File: src/rtl/queue_counter.sv
// Queue occupancy stage: synchronizes and debounces the entry/exit photocells
// and keeps a saturating person count with registered full/empty flags.
module queue_counter #(
  parameter int DEBOUNCE  = 4,
  parameter int MAX_COUNT = 7
) (
  input  logic       clk,
  input  logic       rst_n,
  input  logic       back_sensor,
  input  logic       front_sensor,
  output logic [2:0] pcount,
  output logic       empty_flag,
  output logic       full_flag,
  output logic       ovf_pulse,
  output logic       unf_pulse
);

  localparam int            CW     = (DEBOUNCE > 1) ? $clog2(DEBOUNCE) : 1;
  localparam logic [CW-1:0] CNT_TC = CW'(DEBOUNCE - 1);
  localparam logic [2:0]    PMAX   = 3'(MAX_COUNT);

  // bit 0 = entry (back) path, bit 1 = exit (front) path
  logic [1:0] raw;
  logic [1:0] sync1;
  logic [1:0] s;
  logic [1:0] fall;

  assign raw = {front_sensor, back_sensor};

  always_ff @(posedge clk or negedge rst_n) begin
    if (!rst_n) begin
      sync1 <= '0;
      s     <= '0;
    end else begin
      sync1 <= raw;
      s     <= sync1;
    end
  end

  for (genvar i = 0; i < 2; i++) begin : g_deb
    logic          f;
    logic [CW-1:0] cnt;

    // A passage completes when the debounced beam-broken level clears.
    assign fall[i] = f && !s[i] && (cnt == CNT_TC);

    always_ff @(posedge clk or negedge rst_n) begin
      if (!rst_n) begin
        f   <= 1'b0;
        cnt <= '0;
      end else if (s[i] == f) begin
        cnt <= '0;
      end else if (cnt == CNT_TC) begin
        f   <= s[i];
        cnt <= '0;
      end else begin
        cnt <= cnt + 1'b1;
      end
    end
  end

  logic       entry;
  logic       exit_ev;
  logic [2:0] pcount_nxt;
  logic       ovf_nxt;
  logic       unf_nxt;

  assign entry   = fall[0];
  assign exit_ev = fall[1];

  always_comb begin
    pcount_nxt = pcount;
    ovf_nxt    = 1'b0;
    unf_nxt    = 1'b0;
    if (entry && !exit_ev) begin
      if (pcount == PMAX) ovf_nxt    = 1'b1;
      else                pcount_nxt = pcount + 3'd1;
    end else if (exit_ev && !entry) begin
      if (pcount == 3'd0) unf_nxt    = 1'b1;
      else                pcount_nxt = pcount - 3'd1;
    end
  end

  // Flags are derived from the next count so they never lag pcount.
  always_ff @(posedge clk or negedge rst_n) begin
    if (!rst_n) begin
      pcount     <= 3'd0;
      empty_flag <= 1'b1;
      full_flag  <= 1'b0;
      ovf_pulse  <= 1'b0;
      unf_pulse  <= 1'b0;
    end else begin
      pcount     <= pcount_nxt;
      empty_flag <= (pcount_nxt == 3'd0);
      full_flag  <= (pcount_nxt == PMAX);
      ovf_pulse  <= ovf_nxt;
      unf_pulse  <= unf_nxt;
    end
  end

endmodule

File: config.mk
export PLATFORM = sky130hd
export DESIGN_NAME = queue_counter
export DESIGN_NICKNAME = d
export VERILOG_FILES = /design/src/rtl/queue_counter.sv
export SDC_FILE = /design/constraint.sdc
export NUM_CORES = 1
export LEC_CHECK = 0
export CAP_MARGIN = 25
export CORE_ASPECT_RATIO = 1.25
export CORE_UTILIZATION = 40
export CTS_BUF_LIST = sky130_fd_sc_hd__clkbuf_4 sky130_fd_sc_hd__clkbuf_8 sky130_fd_sc_hd__clkbuf_16
export CTS_CLUSTER_SIZE = 12
export DETAILED_ROUTE_END_ITERATION = 7
export GPL_TIMING_DRIVEN = 0
export PLACE_DENSITY_LB_ADDON = 0.2
export SLEW_MARGIN = 20
export SYNTH_ARGS = -nofsm -noshare
export SYNTH_HDL_FRONTEND = slang
export SYNTH_SLANG_ARGS = --single-unit
export TNS_END_PERCENT = 100
File: constraint.sdc
create_clock -name clk -period 3 [get_ports clk]
set_input_delay 0.6 -clock clk [delete_from_list [all_inputs] [get_ports clk]]
set_output_delay 0.6 -clock clk [all_outputs]
set_load 0.02 [all_outputs]
==> flow_summary.ini <==
[status]
status = finished, final reports clean

[critical_path]
reg2regPathDepth = 6
end_kind = output pin
cp_cell_sequence = clkdlybuf4s50_1
critical_path_depth = 1
worstPathMaxFanout = 7
cp_slowest_cell = clkdlybuf4s50_1
max_stage_delay_ps = 640
startpoint_type = register
crit_type = reg -> out
crit_arrival_ps = 1400
critPathTopFamily = buffers and inverters
worstPathRequired_ps = 2400
cp_num_buf_inv = 1

[cells_and_area]
final_cell_mix = dfrtp_1 (16), clkdlybuf4s50_1 (10), inv_1 (8), ha_1 (8), nand4_1 (5)
fin_nets = 99
multi_input_area_sq_um = 377.9
fill_cells = 185
num_antenna_cells = 0
seqCellArea_sq_um = 426.7
final_common_cell = dfrtp_1
syn2layout_area_growth_pct = 18.16
drive_gt1_frac = 0.1512

[timing]
rsz0062_at_grt = no
relSlewSlack = 0.5084
finClkSkew_ps = 2.394
tns_ps = 0
max_freq_ghz = 0.5009
setup_viol = 0
maxSlewViolCount = 0
finalCritPeriodShare = 0.6655
post-route-min-period_ps = 1996
final_hold_viol_count = 0
hold_ws_ps = 356.1
worst_pin_slew_ps = 735.2

[clock_tree]
ctsResizeCount = 0
h-tree-depth = 1
path_clk_slew_ps = 90
clk_latency_ps = 280
cts_sinks = 17
clock_path_buffers = 2
numCtsBuffers = 3
cts_tree = done
cts_setup_buffers = 0
cts_hold_buffers = 0
cts-root-buf = clkbuf_4

[power]
vdd_ir_drop_max_uv = 317.7
p_sw_frac = 0.3506
p_int_mw = 0.4586
power_switching_mw = 0.2476
power_density_mw_per_mm2 = 699.4
p_comb_frac = 0.370
p_seq_frac = 0.450
leakagePower_nw = 0.4413
p_clk_frac = 0.181

[floorplanning]
pin_count = 11
rows = 18
die-area_sq_mm = 0.002326
die_h_microns = 53.68
die_w_microns = 43.34
initial_utilization = 0.4263
core_sq_mm = 0.002004

[placed_design]
dp_hpwl_mm = 1.055
io_buffer_count = 10
gp_congestion = 0.7191

[min_path]
hold_path.class = reg -> reg
hold_depth = 0

[global_routing]
grt_antenna_before_repair = 0
grt_pass1_vias = 533
overflow = 0
grtUsageTotal = 0.1494
grt_max_degree = 18
grt_pass1_wl_mm = 2.415

[routing]
dr.pass1.iters = 4
vias = 579
drt-initial-drc-count = 7
wire_per_inst_microns = 13.37
drt-vias-per-instance = 5.462
drt-total-wl_mm = 1.417
drt_drc_violations_left = 0
ant_nets = 0

[synth]
synth_cell_types = 28
ys_ff_latch = 17
ys_seq_area_frac = 0.4993
syn_area_per_cell_sq_um = 11.87
synth.area.top_cells = dfrtp_1 (47%), ha_1 (12%), nand4_1 (3.7%)
synth.cell_area_sq_um = 854.6
synth_nets = 84
yosys.area.top_type_share = 0.4685
ys_warn_count = 0
synthCells = 72
yosys.area.top_type = dfrtp_1

[flow_run]
max_cap_viol_count = 0
==> layout make-up <==
class / instances / area share
plain buffers: 1 / 0.01983
clock buffers: 4 / 0.02974
inverters: 8 / 0.02974
multi-input cells: 46 / 0.3742
flip-flops and latches: 17 / 0.4226
well taps: 20 / 0.02478
repair buffers: 10 / 0.09913
==> flip-flops by register name, summed over array words and instances (netlist names) <==
name,count
s,2
empty_flag,1
unf_pulse,1
g_deb.cnt,4
sync1,2
full_flag,1
pcount,3
ovf_pulse,1
g_deb.f,2
==> per-layer routing <==
| metal | vias to the layer above | GRT usage | routed length [microns] |
|---|---|---|---|
| met5 | - | 0 | 0 |
| met4 | 0 | 0.1094 | 34 |
| met3 | 4 | 0.03020 | 34 |
| met2 | 14 | 0.2298 | 708 |
| met1 | 281 | 0.1867 | 639 |
| li1 | 280 | - | - |
==> power groups by stage <==
| stage | clock (mW) | combinational, mW | sequential, mW |
|---|---|---|---|
| 2_1_floorplan | 0 | 0.165 | 0.336 |
| 3_3_place_gp | 0 | 0.252 | 0.319 |
| 3_5_place_dp | 0 | 0.261 | 0.322 |
| 4_1_cts | 0.135 | 0.263 | 0.317 |
| 5_1_grt | 0.147 | 0.296 | 0.325 |
| 6_report | 0.128 | 0.261 | 0.318 |
==> synthesized netlist by cell type (all sizes together) <==
| cell type | number |
|---|---|
| nand2b | 1 |
| nor2b | 2 |
| dfrtp | 16 |
| nand2 | 5 |
| o21ai | 2 |
| and3 | 1 |
| a21o | 1 |
| and4 | 1 |
| dfstp | 1 |
| a221oi | 1 |
| a31oi | 1 |
| inv | 8 |
| nor2 | 1 |
| o22ai | 1 |
| a41oi | 1 |
| o21a | 1 |
| nor3 | 4 |
| ha | 8 |
| xnor2 | 1 |
| o31ai | 2 |
| and2 | 2 |
| a21oi | 3 |
| nand4 | 5 |
| nand3 | 2 |
| buf | 1 |
==> cells by family (layout without fill, tap and decap cells) <==
kind of cell               Yosys count  in the layout  synth area share
and+or+nand+nor                     24             24            0.1772
DFF                                 17             17            0.4993
buffers and inverters                9             23           0.05857
xor gates and xnor gates             1              1           0.01025
adders and majority gates            8              8            0.1171
AOI/OAI and AO/OA                   13             13            0.1376
==> stage by stage <==
stage	utilization	area, sq um	power [mW]	setup slack (ps)	cells
2_1_floorplan	-	854.6	0.5012	1446	72
3_3_place_gp	0.4888	979.7	0.5713	1318	102
3_5_place_dp	0.4888	979.7	0.5833	1318	102
4_1_cts	0.5037	1010	0.7156	988.6	106
5_1_grt	0.5037	1010	0.7683	925.1	106
6_report	0.5037	1010	0.7062	1004	106
==> worst register-to-register path: stages, from the launching register on <==
cell and delay (ps):
dfrtp_1 440, inv_1 140, ha_1 250, nand2b_2 150, nand3_4 110, and4_1 220
o21a_1 170
==> worst paths after layout <==
kind,start,end,slack (ps)
max,pcount[1]$_DFF_PN0_,pcount[1],1000
min,sync1[0]$_DFF_PN0_,s[0]$_DFF_PN0_,360
max reg2reg,pcount[0]$_DFF_PN0_,full_flag$_DFF_PN0_,1430
min reg2reg,sync1[0]$_DFF_PN0_,s[0]$_DFF_PN0_,360
max in group asynchronous,rst_n,full_flag$_DFF_PN0_,1800
min in group asynchronous,rst_n,unf_pulse$_DFF_PN0_,740
No activity file was read; power rests on OpenSTA's default activity.
